File: config.mk
export PLATFORM = sky130hd
export DESIGN_NAME = phasecalc
export DESIGN_NICKNAME = d
export VERILOG_FILES = /design/src/rtl/phasecalc.sv
export SDC_FILE = /design/constraint.sdc
export NUM_CORES = 1
export LEC_CHECK = 0
export BUFFER_PORTS_ARGS = -buffer_cell sky130_fd_sc_hd__clkbuf_2
export CAP_MARGIN = 40
export CORE_MARGIN = 4
export CORE_UTILIZATION = 40
export CTS_CLUSTER_DIAMETER = 200
export DETAILED_ROUTE_END_ITERATION = 8
export SYNTH_ARGS = -nofsm -noshare
export SYNTH_HDL_FRONTEND = slang
export SYNTH_SLANG_ARGS = --single-unit
File: constraint.sdc
create_clock -name clock -period 10.9 [get_ports clock]
set_input_delay 1.09 -clock clock [delete_from_list [all_inputs] [get_ports clock]]
set_output_delay 1.09 -clock clock [all_outputs]
set_load 0.01 [all_outputs]
File: src/rtl/phasecalc.sv
// Iterative vectoring-mode CORDIC: phase atan2(y, x) in Q8.10 degrees, one micro-rotation per clock.
// Optional PHASECALC_MAG_EN adds the gain-scaled magnitude output.
module phasecalc #(
  parameter int INPUTBITSIZE  = 13,
  parameter int OUTPUTBITSIZE = 19,
  parameter int ITERATIONS    = 16
) (
  input  logic                            clock,
  input  logic                            reset,
  input  logic                            start,
  output logic                            busy,
  input  logic signed [INPUTBITSIZE-1:0]  x,
  input  logic signed [INPUTBITSIZE-1:0]  y,
  output logic signed [OUTPUTBITSIZE-1:0] angle
`ifdef PHASECALC_MAG_EN
  ,
  output logic [INPUTBITSIZE+1:0]         magnitude
`endif
);

  localparam int IW    = INPUTBITSIZE;
  localparam int OW    = OUTPUTBITSIZE;
  // Fractional guard bits below the integer datapath keep shift truncation
  // from dominating the angle error on short vectors.
  localparam int GUARD = 8;
  localparam int W     = IW + 3 + GUARD;
  localparam int CW    = $clog2(ITERATIONS + 1);

  localparam logic signed [OW-1:0] DEG90  = OW'(92160);
  localparam logic signed [OW-1:0] DEG180 = OW'(184320);

  typedef enum logic {IDLE, RUN} state_t;

  state_t                state_q, state_d;
  logic [CW-1:0]         cnt_q, cnt_d;
  logic signed [W-1:0]   x_q, x_d, y_q, y_d;
  logic signed [OW-1:0]  z_q, z_d;
  logic signed [OW-1:0]  angle_q, angle_d;
  logic                  zero_q, zero_d, n180_q, n180_d;
  logic signed [W-1:0]   xs, ys, x_sh, y_sh;
  logic signed [OW-1:0]  step;

  function automatic logic signed [OW-1:0] atan_lut(input int i);
    case (i)
      0:  return OW'(46080);
      1:  return OW'(27203);
      2:  return OW'(14373);
      3:  return OW'(7296);
      4:  return OW'(3662);
      5:  return OW'(1833);
      6:  return OW'(917);
      7:  return OW'(458);
      8:  return OW'(229);
      9:  return OW'(115);
      10: return OW'(57);
      11: return OW'(29);
      12: return OW'(14);
      13: return OW'(7);
      14: return OW'(4);
      15: return OW'(2);
      default: return '0;
    endcase
  endfunction

  assign xs   = {{3{x[IW-1]}}, x, {GUARD{1'b0}}};
  assign ys   = {{3{y[IW-1]}}, y, {GUARD{1'b0}}};
  assign x_sh = x_q >>> cnt_q;
  assign y_sh = y_q >>> cnt_q;
  assign step = atan_lut(int'(cnt_q));

`ifdef PHASECALC_MAG_EN
  logic [IW+1:0] mag_q, mag_d;
  assign magnitude = mag_q;
`endif

  always_comb begin
    state_d = state_q;
    cnt_d   = cnt_q;
    x_d     = x_q;
    y_d     = y_q;
    z_d     = z_q;
    zero_d  = zero_q;
    n180_d  = n180_q;
    angle_d = angle_q;
`ifdef PHASECALC_MAG_EN
    mag_d   = mag_q;
`endif
    case (state_q)
      IDLE: begin
        if (start) begin
          state_d = RUN;
          cnt_d   = '0;
          zero_d  = (x == '0) && (y == '0);
          n180_d  = (y == '0) && x[IW-1];
          // Fold the left half-plane onto the right so the iterations converge.
          if (!x[IW-1]) begin
            x_d = xs;
            y_d = ys;
            z_d = '0;
          end else if (!y[IW-1]) begin
            x_d = ys;
            y_d = -xs;
            z_d = DEG90;
          end else begin
            x_d = -ys;
            y_d = xs;
            z_d = -DEG90;
          end
        end
      end
      RUN: begin
        if (cnt_q == CW'(ITERATIONS)) begin
          state_d = IDLE;
          cnt_d   = '0;
          if (zero_q)      angle_d = '0;
          else if (n180_q) angle_d = DEG180;
          else             angle_d = z_q;
`ifdef PHASECALC_MAG_EN
          mag_d = x_q[GUARD+IW+1:GUARD];
`endif
        end else begin
          if (!y_q[W-1]) begin
            x_d = x_q + y_sh;
            y_d = y_q - x_sh;
            z_d = z_q + step;
          end else begin
            x_d = x_q - y_sh;
            y_d = y_q + x_sh;
            z_d = z_q - step;
          end
          cnt_d = cnt_q + CW'(1);
        end
      end
      default: state_d = IDLE;
    endcase
  end

  always_ff @(posedge clock or negedge reset) begin
    if (!reset) begin
      state_q <= IDLE;
      cnt_q   <= '0;
      x_q     <= '0;
      y_q     <= '0;
      z_q     <= '0;
      zero_q  <= 1'b0;
      n180_q  <= 1'b0;
      angle_q <= '0;
`ifdef PHASECALC_MAG_EN
      mag_q   <= '0;
`endif
    end else begin
      state_q <= state_d;
      cnt_q   <= cnt_d;
      x_q     <= x_d;
      y_q     <= y_d;
      z_q     <= z_d;
      zero_q  <= zero_d;
      n180_q  <= n180_d;
      angle_q <= angle_d;
`ifdef PHASECALC_MAG_EN
      mag_q   <= mag_d;
`endif
    end
  end

  assign busy  = (state_q == RUN);
  assign angle = angle_q;

endmodule

== Yosys cells after proc, flatten, opt, wreduce, memory -nomap -nowiden ==
Memories as Yosys holds them, arrays and structs flattened.
Cells that the tools add are included.
Cells by class
  add/sub/neg operators: 9
  equality and inequality tests: 3
  shift-type cells: 2
  multiplexer cells: 27
  bitwise operators: 1
  reduce and logical (&&, ||, !) cells: 7
Operator list (number)
  $mux 24: 10
  $mux 19: 8
  $pmux 24 s2: 2
  $add 24x24->24: 2
  $neg 21->24: 2
  $sshr 24x5->24: 2
  $sub 24x24->24: 2
  $pmux 19 s2: 1
  $logic_not 13->1: 2
  $add 19x19->19: 1
  $sub 19x19->19: 1
  $mux 5: 2
  $pmux 5 s2: 1
  $reduce_and 2->1: 3
  $add 5x1->5 const B: 1
  $eq 5x5->1 const B: 1
  $ne 2x2->1 const B: 2
  $logic_and 1x1->1: 2
  $mux 1: 2
  $pmux 1 s2: 1
  $not 1->1: 1
Storage, ports and cells
  bits in registers: 94
  ROM bits: 256
  input port bits: 29
  output and inout port bits: 20
  word-level logic and storage cells: 58
  memories kept: 1
Memories
  (name not given): depth 16, width 16, rd ports 1, clocked after memory_dff 0, wr ports 0, RTL line 44  | case (i)

== Longest topological paths before layout ==
Gate-level depths: netlist of the first run.
An unclocked memory read counts as a cell.
  word-level depth: 6
  mapped depth: 28
  depth with buffers taken out: 24

== Worst setup path after synthesis of the first run ==
Ideal clock, no wire load.
  path kind: reg2reg
  start: register cnt_q[2]
  end: register x_q[23]
  arrival time: 5.406 ns
  required time: 10.824 ns
  path slack: 5.418 ns
  stages on the path, launching flop included: 25
  buffers on the path: 6
  period minus slack after synthesis: 5.482 ns
  cells stage by stage: dfrtp_1 buf_2 clkbuf_1 buf_1 buf_2 buf_1 clkbuf_1 a311oi_1 a21oi_1 ha_1 nand3_1 nor4_1 o31ai_1 a22o_1 ha_1 and2_1 or4_1 o21ai_0 nor3_1 o211a_1 o21ai_0 o21ai_0 xnor2_1 or3_1 o21ai_1
On the way
  word-level cells in the longest chain between the ends: 5
  elaborated cells on any way between the ends: 9
  those cells by class: add/sub (2); eq/ne (2); shift (1); mux (3); reduce/logical (1)
Ends and longest elaborated chain
  start, declared: RTL line 35  | logic [CW-1:0] cnt_q, cnt_d;
  start signal, assigned: RTL line 153  | cnt_q <= cnt_d;
  $sshr 24x5->24: RTL line 68  | assign y_sh = y_q >>> cnt_q;
  $add 24x24->24 / $sub 24x24->24 (equally long branches): RTL line 123, 127
  $mux 24: RTL line 122  | if (!y_q[W-1]) begin
  $mux 24: RTL line 112  | if (cnt_q == CW'(ITERATIONS)) begin
  $pmux 24 s2: RTL line 88  | case (state_q)
  end signal, assigned: RTL line 142  | x_q <= '0;
  end signal, assigned: RTL line 154  | x_q <= x_d;
  end, declared: RTL line 36  | logic signed [W-1:0] x_q, x_d, y_q, y_d;
Parallel ways exist; a longest one is shown, timed or not. The select of a mux whose other input is x is not followed.
A chain may end at the register's enable or synchronous reset.

== Worst setup path in the final report of the first run ==
Ends and elaborated chain as after synthesis.

==> results of run 1 <==
-- synth_stat cells, drive strengths merged (7+ instances only) --
| master | count | area (µm²) |
|---|---|---|
| clkbuf | 65 | 244 |
| or3 | 19 | 119 |
| xnor2 | 62 | 543 |
| nor4 | 7 | 43.8 |
| ha | 84 | 1050 |
| a221oi | 9 | 109 |
| o21ai | 139 | 696 |
| a211oi | 18 | 140 |
| mux2 | 21 | 236 |
| nor2b | 24 | 150 |
| o21a | 21 | 158 |
| o211ai | 18 | 135 |
| xor2 | 40 | 350 |
| nand2b | 19 | 119 |
| nor3 | 28 | 140 |
| a31oi | 26 | 163 |
| a21oi | 130 | 651 |
| nand3 | 61 | 305 |
| o31ai | 30 | 225 |
| mux2i | 43 | 430 |
| o22ai | 11 | 68.8 |
| and2 | 12 | 75.1 |
| nor2 | 159 | 597 |
| nand2 | 159 | 597 |
| and3 | 14 | 87.6 |
| buf | 40 | 253 |
| mux4 | 52 | 1190 |
| a211o | 9 | 78.8 |
| inv | 50 | 188 |
| dfrtp | 94 | 2350 |
| a21o | 24 | 180 |
-- placed cells by master, fill, tap and decap left out, types with 7 or more instances in the layout --
cell type,instances
nand2_1,159
nor2_1,159
o21ai_0,130
a21oi_1,129
dfrtp_1,88
ha_1,84
xnor2_1,62
nand3_1,61
inv_1,49
mux4_2,48
clkbuf_2,47
mux2i_1,43
xor2_1,40
o31ai_1,30
nor3_1,27
a31oi_1,26
a21o_1,24
nor2b_1,24
mux2_2,21
o21a_1,21
buf_4,20
nand2b_1,19
or3_1,19
o211ai_1,18
a211oi_1,17
and3_1,14
o22ai_1,11
and2_1,10
a211o_1,9
clkbuf_16,9
o21ai_1,8
nor4_1,7
-- stage by stage --
step | hold WS, ns | setup slack (ns) | instances | area [µm²] | utilization [%]
after floorplan | 0.477 | 5.42 | 1605 | 12700 | -
after global placement | 0.461 | 4.22 | 1968 | 13100 | 41.8
after detailed placement | 0.470 | 4.02 | 1976 | 13300 | 42.2
after CTS | 0.488 | 3.98 | 1992 | 13600 | 43.3
after global routing | 0.517 | 3.34 | 1992 | 13600 | 43.3
final | 0.479 | 3.88 | 1992 | 13600 | 43.3
-- cells by family after synthesis --
logic type / Yosys count
simple gates: 542
fa+ha+maj: 87
flops: 94
mux: 116
xor+xnor: 102
compound gates: 506
buf+inv: 158
-- cell type report --
| cell class | instances | area, µm² |
|---|---|---|
| fillers | 3172 | 17900 |
| well taps | 402 | 503 |
| clock inverters | 6 | 100 |
| inverters | 53 | 199 |
| multi-input cells | 1353 | 9700 |
| clock buffers | 10 | 229 |
| flip-flops and latches | 94 | 2360 |
| repair buffers | 74 | 519 |
-- metal layers --
layer / vias up / share of wire [%] / GRT usage, %
met5: - / 0 / 0
met4: 0 / 3.7 / 8.90
met3: 94 / 7.1 / 4.49
met2: 469 / 45 / 40.2
met1: 6096 / 44 / 33.6
li1: 5908 / - / -
-- critical path, delay by kind of cell (launching register included) --
family                   cells  cell delay, ns
AND/OR/NAND/NOR              7            2.03
adder cells (fa/ha/maj)      1            0.33
multiplexers                 1            0.59
XOR/XNOR                     1            0.15
flip-flops                   1            0.34
AO/OA/AOI/OAI                9            1.88
buffers and inverters        2            1.59
-- worst min path at each step --
stage	endpoint
floorplan	z_q[2]
global placement	angle[6]
detailed placement	angle[12]
CTS	angle[6]
global route	angle[14]
finish	angle[6]
-- state kept, by name, summed over array words and instances, names as in the netlist --
signal	cells
n180_q	1
zero_q	1
y_q	24
angle	19
x_q	24
z_q	19
cnt_q	5
busy	1
==> impl_metrics.py, run 1 <==
metrics = {
    "synthesis": {
        "synth_top_family_by_area": "compound AO/OA/AOI/OAI gates",
        "yosys.area_share.simple_pct": 20.0,
        "syn-cell-area_um2": 12700,
        "ys_seq_elements": 94,
        "synthXorXnorAreaFrac_pct": 7.02,
        "syn_inst": 1605,
        "syn_avg_cell_area_um2": 7.93,
        "synth_compound_area_share_pct": 25.7,
        "yosys_warnings": 0,
        "synth_flop_cell": "dfrtp_1",
        "synth_edf_count": 0,
        "synth_cell_types": 83,
        "yosys.area_share.adder_pct": 8.73,
        "syn-num-nets": 1721,
        "seq_area_frac_synth_pct": 18.5,
        "synthMuxAreaShare_pct": 14.6,
        "ys_async_sr_fraction_pct": 100,
    },
    "floorplan": {
        "initial_core_util_pct": 40.4,
        "die_x_um": 186,
        "core_area_um2": 31500,
        "io_pins": 49,
        "rows": 65,
        "die_area_um2": 34700,
        "die_y_um": 186,
    },
    "clocking": {
        "cts_setup_buffers": 0,
        "clock-sinks": 94,
        "cts_inserted_buffers": 9,
        "cts.repair.resized": 0,
        "htreeDepth": 3,
        "clockBufferDepth": 2,
        "clock_latency_ns": 0.38,
        "clockRootBuffer": "clkbuf_16",
        "postCtsHoldBufs": 0,
        "clkTransAtPathRegs_ns": 0.07,
        "cts_tree": "yes",
    },
    "route": {
        "drtIter0Drc": 1241,
        "routed_wl_um": 44200,
        "dr.pass1.iters": 6,
        "ant_nets": 0,
        "routedWlPerCell_um": 22.2,
        "dr_total_vias": 12600,
        "drc_errors": 0,
        "vias_per_cell": 6.31,
    },
    "sta": {
        "clock.fmax_ghz": 0.143,
        "period_share_pct": 64.4,
        "slew_headroom_pct": 36.9,
        "setup_viol": 0,
        "rsz0062_at_grt": "false",
        "final-hold-violation-count": 0,
        "setup-tns-final_ns": 0,
        "worst_slew_pin_slew_ns": 0.940,
        "final.setup_skew_ns": 0.0145,
        "min_period_ns": 7.02,
        "slew_violations": 0,
    },
    "worst_setup_path": {
        "worstSetupPathType": "flip-flop to flip-flop",
        "r2r-start": "cnt_q[2]",
        "path_cells": "buf_4 -> clkinv_1 -> mux2_2 -> a21oi_1 -> o21a_1 -> nor3b_1 -> nand3_1 -> nor4_1 -> o31ai_1 -> a22o_1 -> ha_1 -> and2_1 -> or4_1 -> o21ai_0 -> nor3_1 -> o211a_1 -> o21ai_0 -> o21ai_0 -> xnor2_1 -> or3_1 -> o21ai_1",
        "end_kind": "flip-flop",
        "reg2reg_depth": 21,
        "endpoint": "x_q[23]",
        "worst_path_max_delay_cell": "clkinv_1",
        "rr_endpoint": "x_q[23]",
        "required_ns": 11.21,
        "cp-start-kind": "flip-flop",
        "cp_max_fo": 71,
        "crit_path_start": "cnt_q[2]",
        "critPathArrivalTime_ns": 7.32,
        "ff2ff_setup_slack_ns": 3.88,
        "slowest_delay_ns": 0.98,
        "path_common_cell": "o21ai_0",
    },
    "cells_and_area": {
        "nets": 1701,
        "diodes": 0,
        "drive_gt1_share_pct": 12.1,
        "area_delta_synth_final_pct": 7.03,
    },
    "place": {
        "port_buffers": 48,
        "hpwl_um": 33200,
        "gp_congestion": 1.04,
    },
    "outcome": {
        "outcome": "finished clean",
    },
    "min_path": {
        "hp-class": "flip-flop to flip-flop",
        "hold_path_depth": 2,
        "hold_start": "angle[6]",
    },
    "global_routing": {
        "grt-ovfl-total": 0,
        "grt_max_degree": 74,
        "grt_pass1_wl_um": 69500,
        "antenna_found_initial": 0,
        "grt_usage_pct": 24.9,
        "grt_pass1_vias": 11900,
    },
    "flow_run": {
        "max_cap_viol_count": 0,
    },
}
Power of run 1 is left out: the tool's default activity adds up to more than one toggle a clock period on the data nets, which glitch-free logic cannot reach.
==> run 2: changes to the inputs <==
- clock period: 10.9 -> 5.7 ns (I/O delays scaled with it)
==> run 2 against run 1 <==
Sequential share of layout area fell by 1.3 points. Via count increased by 3.9%. Final area is 7.8% higher. Fmax is 29% higher. Highest routed layer unchanged.
==> impl_metrics.py, run 2 (synthesis gave the netlist of run 1 again) <==
metrics = {
    "outcome": {
        "outcome": "finished clean",
    },
    "worst_setup_path": {
        "end_kind": "flip-flop",
        "worst_path_max_delay_cell": "dfrtp_4",
        "critPathTopFamily": "simple AND/OR/NAND/NOR gates",
        "path_common_cell": "buf_4",
        "critPathArrivalTime_ns": 5.78,
        "required_ns": 6.03,
        "cp_max_fo": 5,
        "worstSetupPathType": "flip-flop to flip-flop",
        "cp-start-kind": "flip-flop",
        "ff2ff_setup_slack_ns": 0.25,
        "path_cells": "buf_12 -> buf_4 -> mux4_1 -> mux4_2 -> nand2_1 -> and2_1 -> nand3_2 -> buf_4 -> o21a_1 -> nand2b_1 -> o21ai_0 -> a22o_1 -> ha_1 -> and2_1 -> or4_1 -> o21ai_2 -> buf_4 -> nor3_1 -> o211a_1 -> o21ai_1 -> o21ai_0 -> xnor2_1 -> or3_1 -> o21ai_1",
        "slowest_delay_ns": 0.52,
        "path_buf_inv": 4,
    },
    "route": {
        "drc_errors": 0,
        "ant_nets": 0,
        "wl_met2_um": 22100,
        "drtIter0Drc": 1207,
        "dr_total_vias": 13100,
        "highest_layer": "met4",
        "routedWlPerCell_um": 22.3,
        "drt-met1-wl_um": 20700,
        "vias_per_cell": 6.17,
        "dr.pass1.iters": 5,
        "routed_wl_um": 47100,
        "route.met3.wl_um": 2970,
    },
    "global_routing": {
        "grt_pass1_vias": 12300,
        "grt_usage_pct": 26.0,
        "grt_pass1_wl_um": 72100,
        "antenna_found_initial": 0,
        "grt_max_degree": 81,
        "grt-ovfl-total": 0,
    },
    "clocking": {
        "clkTransAtPathRegs_ns": 0.10,
        "htreeDepth": 3,
        "clock-sinks": 94,
        "clock_latency_ns": 0.39,
        "clockRootBuffer": "clkbuf_16",
        "clockBufferDepth": 2,
        "cts_inserted_buffers": 9,
        "cts_tree": "yes",
    },
    "floorplan": {
        "die_area_um2": 34700,
        "io_pins": 49,
        "die_x_um": 186,
        "initial_core_util_pct": 40.4,
        "die_y_um": 186,
        "rows": 65,
        "core_area_um2": 31500,
    },
    "cells_and_area": {
        "final_common_cell": "nand2_1",
        "area_delta_synth_final_pct": 15.4,
        "final_cell_mix": "159 x nand2_1, 158 x nor2_1, 138 x buf_4",
        "stdcell_count": 2116,
        "postLayoutCoreUtil_pct": 46.6,
        "drive_gt1_share_pct": 19.4,
        "nets": 1824,
        "reg_top3": "x_q x24, y_q x24",
    },
    "place": {
        "place_inst": 2088,
        "port_buffers": 48,
        "hpwl_um": 36100,
        "gp_congestion": 0.975,
    },
    "sta": {
        "clock.fmax_ghz": 0.183,
        "slew_headroom_pct": 44.5,
        "final-hold-violation-count": 0,
        "slew_violations": 0,
        "final.setup_skew_ns": 0.0228,
        "min_period_ns": 5.45,
        "worst_slew_pin_slew_ns": 0.826,
        "period_share_pct": 95.6,
        "setup_viol": 0,
    },
    "min_path": {
        "hp-class": "primary input to asynchronous set/reset pin",
    },
    "flow_run": {
        "max_cap_viol_count": 0,
    },
}
run 2: cell types whose count changed in the layout (fill, tap and decap cells not counted), sizes merged:
cell / delta
clkdlybuf4s15: -1
clkinv: +1
diode: +1
buf: +124
clkbuf: -1
bufinv: -2
clkinvlp: +2
run 2: layout make-up:
class / instances / area (µm²)
Fill cell: 3131 / 16800
Multi-Input combinational cell: 1353 / 9780
Sequential cell: 94 / 2360
Timing Repair Buffer: 197 / 1530
Tap cell: 402 / 503
Clock buffer: 9 / 225
Inverter: 53 / 199
Clock inverter: 7 / 73.8
Antenna cell: 1 / 2.50
run 2: metal layers:
metal / vias to the layer above / global-route usage (%)
li1: 6160 / -
met1: 6289 / 35.7
met2: 532 / 42.9
met3: 71 / 3.37
met4: 0 / 8.19
met5: - / 0
run 2: path summary, 6_finish.rpt:
check,to,startpoint,depth (start not counted)
worst max-delay path,x_q[23],cnt_q[0],24
worst min-delay path,angle[5],reset,1
worst max register to register,x_q[23],cnt_q[0],24
worst min register to register,angle[0],angle[0],2
max in group asynchronous,x_q[20],reset,3
min in group clock,angle[0],angle[0],2
run 2: timing repair:
item	CTS	global route
gates resized for setup	3	19
pin swaps	1	3
hold buffers	0	0
endpoints found under the setup margin	2	14
buffers inserted	2	9
run 2: metrics by stage:
stage / TNS (ns) / worst slack [ns] / hold slack (ns) / cell area (µm²)
floorplan: 0 / 0.218 / 0.274 / 12700
global placement: 0 / 0.0493 / 0.461 / 14100
detailed placement: -0.0777 / -0.0777 / 0.469 / 14200
CTS: 0 / 0.0201 / 0.155 / 14500
global route: -0.0201 / -0.0201 / 0.169 / 14700
finish: 0 / 0.249 / 0.144 / 14700
Power of run 2 is left out for the same reason.
